--- src/rtl/risc_pkg.sv ---
// Shared definitions for the data-memory arbiter: default widths, owner
// encoding and the arbitration FSM state type.
package risc_pkg;

    localparam int AW_DEF = 8;
    localparam int DW_DEF = 32;

    localparam logic [1:0] OWN_NONE = 2'b00;
    localparam logic [1:0] OWN_CORE = 2'b01;
    localparam logic [1:0] OWN_LDR  = 2'b10;

    typedef enum logic [0:0] {
        CORE_PRIO = 1'b0,
        LDR_FORCE = 1'b1
    } arb_state_e;

endpackage

--- src/rtl/arb_starve_cnt.sv ---
// Loader starvation counter: counts consecutive blocked loader cycles and
// flags the edge at which the loader must be forced onto the memory.
module arb_starve_cnt #(
    parameter int MAX_WAIT = 4
) (
    input  logic clk,
    input  logic rst_n,
    input  logic ldr_req,
    input  logic ldr_gnt,
    output logic force_next
);

    logic       blocked;
    logic [3:0] wait_cnt;
    logic [4:0] cnt_inc;

    assign blocked    = ldr_req && !ldr_gnt;
    assign cnt_inc    = {1'b0, wait_cnt} + 5'd1;
    assign force_next = blocked && (cnt_inc >= 5'(MAX_WAIT));

    // Saturates at 15 so a misconfigured MAX_WAIT can never wrap the count.
    always_ff @(posedge clk or negedge rst_n) begin
        if (!rst_n) begin
            wait_cnt <= 4'd0;
        end else if (!blocked) begin
            wait_cnt <= 4'd0;
        end else if (wait_cnt != 4'hF) begin
            wait_cnt <= cnt_inc[3:0];
        end
    end

endmodule

--- src/rtl/dmem_arbiter.sv ---
// Two-requester arbiter for the single-port data memory: core has default
// priority, the loader is forced for one access after MAX_WAIT blocked cycles.
module dmem_arbiter
    import risc_pkg::*;
#(
    parameter int AW       = AW_DEF,
    parameter int DW       = DW_DEF,
    parameter int MAX_WAIT = 4
) (
    input  logic          clk,
    input  logic          rst_n,
    input  logic          core_req,
    input  logic          core_we,
    input  logic [AW-1:0] core_addr,
    input  logic [DW-1:0] core_wdata,
    output logic          core_gnt,
    output logic          core_stall,
    output logic          core_rvalid,
    output logic [DW-1:0] core_rdata,
    input  logic          ldr_req,
    input  logic          ldr_we,
    input  logic [AW-1:0] ldr_addr,
    input  logic [DW-1:0] ldr_wdata,
    output logic          ldr_gnt,
    output logic          ldr_rvalid,
    output logic [DW-1:0] ldr_rdata,
    output logic          mem_en,
    output logic          mem_we,
    output logic [AW-1:0] mem_addr,
    output logic [DW-1:0] mem_wdata,
    input  logic [DW-1:0] mem_rdata,
    output logic [1:0]    dbg_owner
);

    arb_state_e    state, state_nxt;
    logic          force_next;
    logic [1:0]    rsp_owner_p1;
    logic [1:0]    rsp_owner_p0;
    logic [DW-1:0] core_rdata_q;
    logic [DW-1:0] ldr_rdata_q;

    // Stage p0: same-cycle grant and memory mux
    always_comb begin
        core_gnt = 1'b0;
        ldr_gnt  = 1'b0;
        if (state == LDR_FORCE) begin
            ldr_gnt  = ldr_req;
            core_gnt = core_req && !ldr_req;
        end else begin
            core_gnt = core_req;
            ldr_gnt  = ldr_req && !core_req;
        end
    end

    assign core_stall = core_req && !core_gnt;
    assign mem_en     = core_gnt | ldr_gnt;

    always_comb begin
        mem_we       = 1'b0;
        mem_addr     = '0;
        mem_wdata    = '0;
        dbg_owner    = OWN_NONE;
        rsp_owner_p0 = OWN_NONE;
        if (core_gnt) begin
            mem_we       = core_we;
            mem_addr     = core_addr;
            mem_wdata    = core_wdata;
            dbg_owner    = OWN_CORE;
            rsp_owner_p0 = core_we ? OWN_NONE : OWN_CORE;
        end else if (ldr_gnt) begin
            mem_we       = ldr_we;
            mem_addr     = ldr_addr;
            mem_wdata    = ldr_wdata;
            dbg_owner    = OWN_LDR;
            rsp_owner_p0 = ldr_we ? OWN_NONE : OWN_LDR;
        end
    end

    arb_starve_cnt #(
        .MAX_WAIT (MAX_WAIT)
    ) u_starve_cnt (
        .clk        (clk),
        .rst_n      (rst_n),
        .ldr_req    (ldr_req),
        .ldr_gnt    (ldr_gnt),
        .force_next (force_next)
    );

    // The forced state lasts exactly one loader access (or ends if it gives up).
    always_comb begin
        state_nxt = state;
        case (state)
            CORE_PRIO: if (force_next) state_nxt = LDR_FORCE;
            LDR_FORCE: if (ldr_gnt || !ldr_req) state_nxt = CORE_PRIO;
            default:   state_nxt = CORE_PRIO;
        endcase
    end

    always_ff @(posedge clk or negedge rst_n) begin
        if (!rst_n) begin
            state        <= CORE_PRIO;
            rsp_owner_p1 <= OWN_NONE;
        end else begin
            state        <= state_nxt;
            rsp_owner_p1 <= rsp_owner_p0;
        end
    end

    // Stage p1: memory read data returns; steer it and keep a held copy
    assign core_rvalid = (rsp_owner_p1 == OWN_CORE);
    assign ldr_rvalid  = (rsp_owner_p1 == OWN_LDR);
    assign core_rdata  = core_rvalid ? mem_rdata : core_rdata_q;
    assign ldr_rdata   = ldr_rvalid  ? mem_rdata : ldr_rdata_q;

    always_ff @(posedge clk or negedge rst_n) begin
        if (!rst_n) begin
            core_rdata_q <= '0;
            ldr_rdata_q  <= '0;
        end else begin
            if (core_rvalid) core_rdata_q <= mem_rdata;
            if (ldr_rvalid)  ldr_rdata_q  <= mem_rdata;
        end
    end

endmodule

--- config.mk ---
export PLATFORM = sky130hd
export DESIGN_NAME = dmem_arbiter
export DESIGN_NICKNAME = d
export VERILOG_FILES = /design/src/rtl/risc_pkg.sv /design/src/rtl/arb_starve_cnt.sv /design/src/rtl/dmem_arbiter.sv
export SDC_FILE = /design/constraint.sdc
export NUM_CORES = 1
export LEC_CHECK = 0
export CAP_MARGIN = 25
export CORE_MARGIN = 2
export CORE_UTILIZATION = 37
export DETAILED_ROUTE_END_ITERATION = 6
export PLACE_DENSITY = 0.88
export SLEW_MARGIN = 0
export SYNTH_ARGS = -nofsm -noshare
export SYNTH_HDL_FRONTEND = slang
export SYNTH_HIERARCHICAL = 1
export SYNTH_SLANG_ARGS = --single-unit
--- constraint.sdc ---
create_clock -name clk -period 1.6 [get_ports clk]
set_input_delay 0.4 -clock clk [delete_from_list [all_inputs] [get_ports clk]]
set_output_delay 0.4 -clock clk [all_outputs]
set_load 0.02 [all_outputs]
==> reports/metrics.yaml <==
status: "complete, but fails checks"
violations: "negative setup slack"
placed_cells: 581
clockBufferDepth: 2
clkTransAtPathRegs_ns: 0.09
yosys_warnings: 6
endpoint_kind: "primary output"
synth_cells: 230
power_leakage_nw: 3.50
place_hpwl_mm: 8.79
grt_pass1_wl_mm: 20.1
cts.sinks: 71
slew_headroom_pct: 74.5
fin_crit_ns: 2.16
p_int_mw: 4.88
period_share_pct: 135
ctsHoldBuffers: 0
rsz0062_at_grt: "yes"
fin_ws_ns: -0.555
arrival_ns: 1.76
gp_congestion: 0.942
finalMaxSlewViolations: 0
die_w_um: 102
via_per_inst: 5.25
overflow: 0
ys_seq_elements: 71
seqPwrFrac_pct: 31.3
cts_max_level: 3
finalSetupViolCount: 115
grt_max_degree: 72
syn_area_per_cell_um2: 15.5
nets: 632
die_area_um2: 10400
numCtsBuffers: 9
num_rows: 35
drcViolationCount: 0
placed_area_um2: 6040
switchingPower_mw: 2.26
pwr-share-clk_pct: 22.9
holdWs_ns: 0.0630
r2r_setup_slack_ns: -0.07
io_pins: 231
syn_area_um2: 3560
clock_latency_ns: 0.35
fin_cells: 646
final_antenna_net_count: 0
synth_nets: 350
portBuffers: 230
max-cap-violations: 0
setup.worst_path.start_class: "register"
cts_tree: "yes"
dr_total_vias: 3389
drtIter0Drc: 100
ys_types: 28
track_usage_pct: 25.9
first_pass_iters: 5
antenna_found_initial: 0
clock.fmax_mhz: 464
drive_above_1_share_pct: 59.8
rr_worst_depth: 7
grt_pass1_vias: 3518
seq_area_frac_synth_pct: 50.0
timing.critical_path.required_ns: 1.20
utilization_pct: 77.8
root_buffer: "clkbuf_8"
vdd_drop_max_mv: 0.583
area_growth_pct: 103
n_fill_cell: 494
tightest_slew_ns: 0.382
finClkSkew_ns: 0.0161
power_density_nw_per_um2: 989
die_h_um: 102
diodes: 0
hold_class: "in2async"
cp_max_fo: 8
wl_mm: 15.1
hold_viol: 0
regArea_um2: 1780
detail_route.wl_per_cell_um: 23.4
start_util_pct: 38.3
pwr-share-comb_pct: 45.7
critical_path_class: "reg2out"
final_area_um2: 7220
pre_cts_ws_ns: -0.986
fp.coreArea_um2: 9280
multi_input_area_um2: 1690
switching_share_pct: 31.7
==> registers in the layout, indices dropped and copies added, names as in the netlist <==
| signal | cells |
|---|---|
| ldr_rdata_q | 32 |
| state | 1 |
| rsp_owner_p1 | 2 |
| u_starve_cnt/wait_cnt | 4 |
| core_rdata_q | 32 |
==> routing by layer <==
layer,track usage [%],up-vias,wire length (um)
met5,0,-,0
met4,10.9,0,654
met3,6.43,49,1080
met2,48.9,191,8290
met1,27.3,1696,5100
li1,-,1453,-
==> worst paths after layout <==
check,end,from
max in group asynchronous,rsp_owner_p1[1],rst_n
hold / removal,ldr_rdata_q[7],rst_n
setup reg to reg,state,state
setup / recovery,core_rdata[14],rsp_owner_p1[1]
hold reg to reg,ldr_rdata_q[8],ldr_rdata_q[8]
min in group clk,ldr_rdata_q[8],ldr_rdata_q[8]
==> area by class of cell <==
| cell class | count | share of cell area (%) |
|---|---|---|
| Clock buffer | 9 | 1.72 |
| Clock inverter | 7 | 1.42 |
| Inverter | 1 | 0.0520 |
| Multi-Input combinational cell | 135 | 23.3 |
| Sequential cell | 71 | 24.6 |
| Tap cell | 129 | 2.24 |
| Timing Repair Buffer | 294 | 46.6 |
==> worst max-delay path, cell delays in order, from the launching register on <==
cell and delay [ns]:
dfrtp_2 0.45, nor2b_4 0.18, buf_6 0.17, buf_12 0.15, mux2_4 0.32, buf_6 0.14
==> cell usage after synthesis (all sizes together) <==
| master | instances | area, um2 |
|---|---|---|
| and3 | 2 | 12.5 |
| a21boi | 1 | 18.8 |
| and3b | 2 | 17.5 |
| buf | 23 | 195 |
| and2 | 2 | 12.5 |
| and2b | 1 | 7.51 |
| nor2 | 2 | 7.51 |
| a32o | 41 | 410 |
| mux2 | 64 | 938 |
| nor3 | 1 | 10.0 |
| nand2b | 3 | 18.8 |
| or2 | 1 | 6.26 |
| a31o | 1 | 8.76 |
| mux2i | 1 | 10.0 |
| dfrtp | 71 | 1780 |
| a211oi | 2 | 20.0 |
| nand3b | 2 | 15.0 |
| nand4 | 1 | 6.26 |
| a31oi | 1 | 6.26 |
| inv | 1 | 3.75 |
| ha | 2 | 25.0 |
| nand3 | 1 | 5.00 |
| nor2b | 3 | 18.8 |
| a21oi | 1 | 5.00 |
==> power by group through the flow <==
stage | Sequential (mW) | Clock [mW] | Combinational (mW)
after floorplan | 2.22 | 0 | 1.35
after global placement | 2.23 | 0 | 2.59
after detailed placement | 2.25 | 0 | 2.64
after CTS | 2.22 | 1.64 | 2.93
after global routing | 2.27 | 1.75 | 3.40
final | 2.24 | 1.64 | 3.27
==> cell usage in the layout, fill, tap and decap left out, types with 3 or more instances in the layout <==
master             n
a32o_2            36
buf_6            121
clkbuf_8           9
buf_16             6
buf_2              5
nand2b_4           3
dfrtp_1           69
clkbuf_16          4
buf_4             23
clkdlybuf4s50_1  114
mux2_4            64
a32o_1             5
buf_8              5
buf_12            14
==> through the flow <==
stage                     total power [mW]  setup TNS (ns)
after global placement                4.83          -73.70
after global routing                  7.42          -60.01
after floorplan                       3.57               0
after detailed placement              4.90          -76.94
final                                 7.14          -54.16
after CTS                             6.79          -48.72
==> repair_timing <==
item / 4_1_cts / 5_1_grt
pin swaps: 6 / 19
buffers inserted: 20 / 20
setup endpoints to repair: 117 / 115
resized for setup: 639 / 124
gates cloned: 10 / 5
==> logic make-up after synthesis <==
kind of cell / share of synthesized area, %
AOI/OAI and AO/OA: 13.2
adders and majority gates: 0.704
buffers and inverters: 5.59
DFF: 50.0
muxes: 26.7
and+or+nand+nor: 3.87
Note: power is estimated with default switching activity, not from simulation.
